==> src/rtl/tx_frame_serializer_pkg.sv <==
// rtl/tx_frame_serializer_pkg.sv - shared constants and state type for the transmit serializer
package tx_pkg;

    localparam int FRAME_W = 96;
    localparam int SYM_W = 2;
    localparam int PRE_W = 16;
    localparam logic [PRE_W-1:0] PREAMBLE = 16'hA5F0;
    localparam int N_PRE_SYM = PRE_W / SYM_W;
    localparam int N_PAY_SYM = FRAME_W / SYM_W;

    // The sync word constant takes the bare name, so state literals carry an ST_ prefix.
    typedef enum logic [1:0] {
        ST_IDLE,
        ST_PREAMBLE,
        ST_PAYLOAD
    } tx_state_t;

endpackage

==> src/rtl/tx_frame_serializer_dibit_mapper.sv <==
// rtl/tx_frame_serializer_dibit_mapper.sv - dibit constellation mapper, Gray coded when TX_GRAY_MAP_EN is defined
module dibit_mapper
    import tx_pkg::*;
(
    input  logic [SYM_W-1:0] raw,
    output logic [SYM_W-1:0] mapped
);

`ifdef TX_GRAY_MAP_EN
    assign mapped = raw ^ (raw >> 1);
`else
    assign mapped = raw;
`endif

endmodule

==> src/rtl/tx_frame_serializer.sv <==
// rtl/tx_frame_serializer.sv - prepends the sync preamble to a frame and streams it as dibits (TX_GRAY_MAP_EN selects Gray mapping)
module tx_frame_serializer
    import tx_pkg::*;
(
    input  logic               clk,
    input  logic               reset,
    input  logic [FRAME_W-1:0] frame_in,
    input  logic               frame_valid,
    output logic               frame_ready,
    output logic [SYM_W-1:0]   sym_out,
    output logic               sym_valid,
    input  logic               sym_ready,
    output logic               sym_last,
    output logic               busy
);

    localparam int TOT_W = PRE_W + FRAME_W;
    // The symbol on display lives in sym_out, so the shift register keeps only what follows it.
    localparam int REM_W = TOT_W - SYM_W;
    localparam int N_SYM = N_PRE_SYM + N_PAY_SYM;
    localparam int CNT_W = $clog2(N_SYM);
    localparam logic [CNT_W-1:0] CNT_PRE_LAST = CNT_W'(N_PRE_SYM - 1);
    localparam logic [CNT_W-1:0] CNT_LAST = CNT_W'(N_SYM - 1);

    tx_state_t state;
    tx_state_t state_nxt;

    logic [REM_W-1:0] sreg;
    logic [CNT_W-1:0] cnt;
    logic             xfer;
    logic             load;
    logic [SYM_W-1:0] map_in;
    logic [SYM_W-1:0] map_out;

    always_ff @(posedge clk) begin
        if (reset) begin
            state <= ST_IDLE;
        end else begin
            state <= state_nxt;
        end
    end

    always_comb begin
        state_nxt = state;
        case (state)
            ST_IDLE: begin
                if (load) begin
                    state_nxt = ST_PREAMBLE;
                end
            end
            ST_PREAMBLE: begin
                if (xfer && cnt == CNT_PRE_LAST) begin
                    state_nxt = ST_PAYLOAD;
                end
            end
            ST_PAYLOAD: begin
                if (xfer && sym_last) begin
                    state_nxt = load ? ST_PREAMBLE : ST_IDLE;
                end
            end
            default: state_nxt = ST_IDLE;
        endcase
    end

    always_comb begin
        frame_ready = 1'b0;
        load = 1'b0;
        xfer = sym_valid && sym_ready;
        if (!reset) begin
            frame_ready = (state == ST_IDLE) ||
                          (state == ST_PAYLOAD && sym_last && sym_ready);
        end
        load = frame_valid && frame_ready;
    end

    // On a load the first preamble dibit goes straight to the output register.
    assign map_in = load ? PREAMBLE[PRE_W-1 -: SYM_W] : sreg[REM_W-1 -: SYM_W];

    dibit_mapper u_mapper (
        .raw    (map_in),
        .mapped (map_out)
    );

    always_ff @(posedge clk) begin
        if (reset) begin
            sreg      <= '0;
            cnt       <= '0;
            sym_out   <= '0;
            sym_valid <= 1'b0;
            sym_last  <= 1'b0;
            busy      <= 1'b0;
        end else if (load) begin
            sreg      <= {PREAMBLE[PRE_W-SYM_W-1:0], frame_in};
            cnt       <= '0;
            sym_out   <= map_out;
            sym_valid <= 1'b1;
            sym_last  <= 1'b0;
            busy      <= 1'b1;
        end else if (xfer) begin
            if (sym_last) begin
                sreg      <= '0;
                cnt       <= '0;
                sym_out   <= '0;
                sym_valid <= 1'b0;
                sym_last  <= 1'b0;
                busy      <= 1'b0;
            end else begin
                sreg     <= {sreg[REM_W-SYM_W-1:0], {SYM_W{1'b0}}};
                cnt      <= cnt + CNT_W'(1);
                sym_out  <= map_out;
                sym_last <= (cnt + CNT_W'(1)) == CNT_LAST;
            end
        end
    end

endmodule

==> config.mk <==
export PLATFORM = sky130hd
export DESIGN_NAME = tx_frame_serializer
export DESIGN_NICKNAME = d
export VERILOG_FILES = /design/src/rtl/tx_frame_serializer_pkg.sv /design/src/rtl/tx_frame_serializer_dibit_mapper.sv /design/src/rtl/tx_frame_serializer.sv
export SDC_FILE = /design/constraint.sdc
export NUM_CORES = 1
export LEC_CHECK = 0
export ABC_AREA = 1
export CORE_UTILIZATION = 46
export DETAILED_ROUTE_END_ITERATION = 10
export PLACE_DENSITY = 0.76
export SYNTH_ARGS = -nofsm -noshare
export SYNTH_HDL_FRONTEND = slang
export SYNTH_SLANG_ARGS = --single-unit
==> constraint.sdc <==
create_clock -name clk -period 1.5 [get_ports clk]
set_clock_uncertainty 0.1 [all_clocks]
set_input_delay 0.15 -clock clk [delete_from_list [all_inputs] [get_ports clk]]
set_output_delay 0.15 -clock clk [all_outputs]
set_load 0.005 [all_outputs]
# Yosys cells after proc, flatten, opt, wreduce, memory -nomap -nowiden
# Cells that the tools add are included.
op_classes:
  muxes: 18
  add_sub_neg: 1
  n_reduce_logical: 13
  n_eq_ne: 7
op_table:
  columns: ["operator", "n"]
  rows:
  - ["2-to-1 mux 110 bit", 3]
  - ["2-to-1 mux 2 bit", 7]
  - ["adder 6 x 1 -> 6 bit, second input constant", 1]
  - ["== test 6 x 3 -> 1 bit, second input constant", 1]
  - ["== test 6 bit, second input constant", 1]
  - ["logical AND 1 bit", 6]
  - ["2-to-1 mux 1 bit", 6]
  - ["2-to-1 mux 6 bit", 1]
  - ["inequality test 2 bit, second input constant", 3]
  - ["one-hot mux 2 bit (3 select lines)", 1]
  - ["nonzero test 2 bit", 2]
  - ["AND reduction 3 bit", 1]
  - ["== test 2 x 1 -> 1 bit, second input constant", 1]
  - ["== test 2 bit, second input constant", 1]
  - ["logical NOT 2 bit", 1]
  - ["AND reduction 2 bit", 1]
  - ["OR reduction 2 bit", 1]
  - ["logical OR 1 bit", 1]
word_totals:
  input_bits: 100
  wordCells: 46
  regBits: 122
  out_inout_bits: 6

# Longest topological paths before layout
logic_depth:
  depth_word: 10
  depth_mapped: 9
  mapped_depth_nobuf: 8

# By module
# From an unflattened synthesis, not the netlist that was laid out.
unflattened:
  cells_unflattened: 697
  area_unflattened_um2: 5132.4
modules_own_cells:
  columns: ["mod", "cells_per_inst", "seq_area_each_um2", "area_per_inst_um2", "n_inst"]
  rows:
  - ["tx_frame_serializer", 695, 2442.3, 5117.4, 1]
  - ["dibit_mapper", 2, 0.0, 15.0, 1]

# Worst setup path after synthesis
# No wires, ideal clock.
synth_path:
  path_kind: "register -> register"
  start: "register sym_last"
  end: "register sreg[35]"
  required_time_ns: 1.268
  setup_time_ns: 0.132
  synth_period_minus_slack_ns: 1.510
  path_stages_with_launch: 10
  n_path_buf: 2
  arrival_time_ns: 1.278
  setup_slack_ns: -0.010
  cell_sequence: "dfxtp_1 > nand2_1 > nand2_1 > nand3_1 > nand2_1 > inv_2 > buf_4 > buf_4 > nand2_1 > a31oi_1"
synth_via:
  elab_chain_cells: 6
  word_cells_on_any_way: 9
  classes_between: "mux: 4; reduce/logical: 5"
synth_lines:
  columns: ["element", "line", "text"]
  rows:
  - ["start, declared", "tx_frame_serializer.sv:13", "output logic sym_last,"]
  - ["start signal, assigned", "tx_frame_serializer.sv:90", "sym_last <= 1'b0;"]
  - ["start signal, assigned", "tx_frame_serializer.sv:97", "sym_last <= 1'b0;"]
  - ["start signal, assigned", "tx_frame_serializer.sv:105", "sym_last <= 1'b0;"]
  - ["logical AND 1 bit (2 in a row)", "tx_frame_serializer.sv:71", "(state == ST_PAYLOAD && sym_last && sym_ready);"]
  - ["logical OR 1 bit", "tx_frame_serializer.sv:70", "frame_ready = (state == ST_IDLE) ||"]
  - ["2-to-1 mux 1 bit", "tx_frame_serializer.sv:69", "if (!reset) begin"]
  - ["logical AND 1 bit", "tx_frame_serializer.sv:73", "load = frame_valid && frame_ready;"]
  - ["2-to-1 mux 110 bit / nonzero test 2 bit (equally long branches)", null, null]
  - ["end signal, assigned", "tx_frame_serializer.sv:93", "sreg <= {PREAMBLE[PRE_W-SYM_W-1:0], frame_in};"]
  - ["end signal, assigned", "tx_frame_serializer.sv:108", "sreg <= {sreg[REM_W-SYM_W-1:0], {SYM_W{1'b0}}};"]
  - ["end, declared", "tx_frame_serializer.sv:28", "logic [REM_W-1:0] sreg;"]
# Parallel ways exist; a longest one is shown, timed or not. The select of a mux whose other input is x is not followed.
# A chain may end at the register's enable or synchronous reset.

# Worst setup path in the final report
layout_path:
  start: "register state[0]"
  end: "register sreg[75]"
layout_via:
  elab_chain_cells: 7
  word_cells_on_any_way: 9
  classes_between: "eq/ne: 1; mux: 2; reduce/logical: 6"
layout_lines:
  columns: ["element", "line", "text"]
  rows:
  - ["start, declared", "tx_frame_serializer.sv:25", "tx_state_t state;"]
  - ["start signal, assigned", "tx_frame_serializer.sv:39", "state <= state_nxt;"]
  - ["== test 2 bit", "tx_frame_serializer.sv:71", null]
  - ["logical AND 1 bit (2 in a row)", "tx_frame_serializer.sv:71", null]
  - ["logical OR 1 bit (*)", "tx_frame_serializer.sv:70", null]
  - ["2-to-1 mux 1 bit (*)", "tx_frame_serializer.sv:69", null]
  - ["logical AND 1 bit (*)", "tx_frame_serializer.sv:73", null]
  - ["2-to-1 mux 110 bit / nonzero test 2 bit (equally long branches)", null, null]
# Every way passes the cells marked *; elsewhere a longest branch is shown, timed or not.

==> flow_summary.toml <==
[run_status]
status = "completed"

[sta]
tns_ns = 0
finalSetupViolCount = 0
slew_headroom = 0.5490
worstMarginPinSlew_ns = 0.6765
period_share = 0.9864
fmax_ghz = 0.6758
fin_crit_ns = 1.480
slew_viol_final = 0
rsz0062_at_grt = "true"
hold_viol = 0

[place]
placed_area_um2 = 6539
io_buffers = 105
gp_congestion = 0.8566
placed_cells = 886
hpwl_um = 8625

[cells_and_area]
insertedDiodeCount = 0
final_cell_area_um2 = 7470
multi_input_area_um2 = 2435
seqCellArea_um2 = 2447
finalNetCount = 881
final_core_util = 0.6860
layout.cells.non_filler = 932
area_growth_pct = 44.20
drive_above_1_share = 0.1199
n_fill_cell = 830

[power_and_ir_drop]
p_int_uw = 6530
switchingPower_uw = 2283
p_clk_frac = 0.456
power_frac_comb = 0.147
ir_worst_vdd_mv = 0.5992
p_leak_uw = 0.002582
p_total_uw = 8813
p_per_area_nw_per_um2 = 1180
swShare = 0.2591
sequentialPowerShare = 0.397

[global_route]
grt_max_degree = 97
overflow = 0
grt.total_usage = 0.2387
grt_pass1_wl_um = 22380
antenna_found_initial = 0
grt_pass1_vias = 4881

[floorplanning]
rows = 38
initial_core_util = 0.4758
dieHeight_um = 108.1
ios = 106
core_um2 = 10890
dieArea_um2 = 11690
die_w_um = 108.1

[routing]
firstDrtPassIters = 5
wirelength_um = 15410
vias = 5532
drt_iter0_drc = 413
antenna_left = 0
drc = 0
wl_per_cell_um = 16.54
via_per_inst = 5.936

[setup_path]
cpPeakStageDelay_ns = 0.34
cp.required_ns = 1.76
critPathMaxFanout = 12
cp.buffers_inverters = 3
cp-start-kind = "flop"
rr_worst_depth = 8
critical_path_class = "flop to flop"
worstReg2RegEnd = "sreg[75]"
regToRegSetupSlack_ns = 0.02
arrival_ns = 1.74
regToRegStartpoint = "state[0]"
cp_top_family = "simple AND/OR/NAND/NOR gates"
crit_chain = "nor2_4, buf_4, nand3_4, nand2_8, clkinv_8, buf_12, nand2_1, a31oi_1"
critical_path_depth = 8
critPathCaptureType = "flop"
crit_path_top_delay_cell = "dfxtp_2"

[yosys]
ys_warn_count = 0
ys_ff_latch = 122
synth_ff_type = "dfxtp_1"
synth_common_cells = "nand3_1, dfxtp_1, nand2_1"
synthTopCellsByArea = "dfxtp_1, nand3_1, a31oi_1"
syn_area_um2 = 5180
yosysSeqAreaShare = 0.4715
yosysTopAreaCell = "dfxtp_1"
syn-num-nets = 780
synth.most_common_cell = "nand3_1"
synth_edf_count = 0
synth_top_cell_area_share = 0.4715
syn_inst = 678
syn_avg_cell_area_um2 = 7.640
synthDistinctLibCells = 20
async_flop_share = 0

[clock_network]
cts_max_path_buffers = 2
cts_inserted_buffers = 17
htreeDepth = 4
cts.clk_slew.worst_paths_ns = 0.07
cts_sinks = 122
clock_latency_ns = 0.52
cts_root_buf = "clkbuf_8"
tritoncts = "built"

[min_path]
min_path_type = "primary input to flop"
holdPathEnd = "sreg[101]"
hold_path.startpoint = "reset"
hold_depth = 3

[run]
max_cap_violations = 0
per-stage QoR:
stage,worst slack [ns],hold slack [ns]
2_1_floorplan,0.03066,0.2181
3_3_place_gp,-0.3211,0.3510
3_5_place_dp,-0.3156,0.3579
4_1_cts,0.004947,0.07940
5_1_grt,-0.05697,0.1205
6_report,0.02035,0.1094
layout by cell type, fill, tap and decap left out, types with 3 or more instances in the layout:
cell type / netlist / final
clkbuf_16: 0 / 25
buf_4: 7 / 19
nand2_1: 122 / 118
a22oi_1: 15 / 15
buf_6: 0 / 4
buf_12: 0 / 16
a21oi_1: 18 / 18
clkinv_4: 0 / 4
nand3_1: 197 / 196
clkinv_2: 0 / 3
nor2_1: 18 / 17
clkdlybuf4s15_1: 0 / 3
clkdlybuf4s50_1: 0 / 97
inv_1: 10 / 10
a31oi_1: 95 / 95
dfxtp_1: 122 / 118
dfxtp_2: 0 / 4
clkbuf_8: 0 / 3
inv_6: 0 / 3
cell families (layout without fill, tap and decap cells):
| kind of cell | after synthesis | in the layout | synth area share |
|---|---|---|---|
| xor+xnor | 1 | 1 | 0.001691 |
| compound gates | 130 | 130 | 0.1558 |
| fa+ha+maj | 2 | 2 | 0.004830 |
| simple gates | 341 | 341 | 0.2964 |
| buf+inv | 82 | 196 | 0.06981 |
| flops | 122 | 122 | 0.4715 |
sequential cells by signal, indices dropped and copies added, names as in the netlist:
register,cells
state,2
sreg,110
busy,1
sym_last,1
sym_out,2
cnt,6
how the worst max path moves through the flow:
stage	start	endpoint
3_5_place_dp	sym_ready	sreg[43]
2_1_floorplan	busy	sreg[17]
5_1_grt	state[0]	sreg[75]
4_1_cts	busy	busy
3_3_place_gp	sym_ready	frame_ready
6_report	state[0]	sreg[75]
power by group through the flow:
stage	clock, uW	combinational [uW]	sequential (uW)
finish	4020	1300	3500
global route	4190	1380	3510
CTS	4050	1100	3490
detailed placement	0	1100	3550
global placement	0	1080	3550
floorplan	0	562	3540
layout make-up:
| cell class | instances | share of cell area |
|---|---|---|
| Sequential cell | 122 | 0.3276 |
| Multi-Input combinational cell | 474 | 0.3260 |
| Timing Repair Buffer | 151 | 0.2358 |
| Clock buffer | 19 | 0.05913 |
| Tap cell | 140 | 0.02345 |
| Clock inverter | 13 | 0.01910 |
| Inverter | 12 | 0.007705 |
| Timing Repair inverter | 1 | 0.001173 |
worst reg2reg max path, stage by stage (launching register included):
cell and delay (ns):
dfxtp_2 0.34, nor2_4 0.10, buf_4 0.13, nand3_4 0.11, nand2_8 0.11, clkinv_8 0.10, buf_12 0.16, nand2_1 0.07
a31oi_1 0.10
per-layer routing:
metal | wire length [um] | share of wire | GRT usage | vias up
met5 | 0 | 0 | 0 | -
met4 | 242 | 0.016 | 0.09198 | 0
met3 | 1075 | 0.070 | 0.05365 | 22
met2 | 7556 | 0.49 | 0.3803 | 265
met1 | 6537 | 0.42 | 0.3134 | 2614
li1 | - | - | - | 2631
what timing repair did:
| item | in CTS | in global routing |
|---|---|---|
| buffers inserted | 0 | 2 |
| hold buffers | 1 | 0 |
| pin swaps | 0 | 7 |
| resized for setup | 17 | 16 |
| hold endpoints to repair | 2 | 0 |
| endpoints found under the setup margin | 6 | 83 |
| gates cloned | 0 | 11 |
Note: power is estimated with default switching activity, not from simulation.
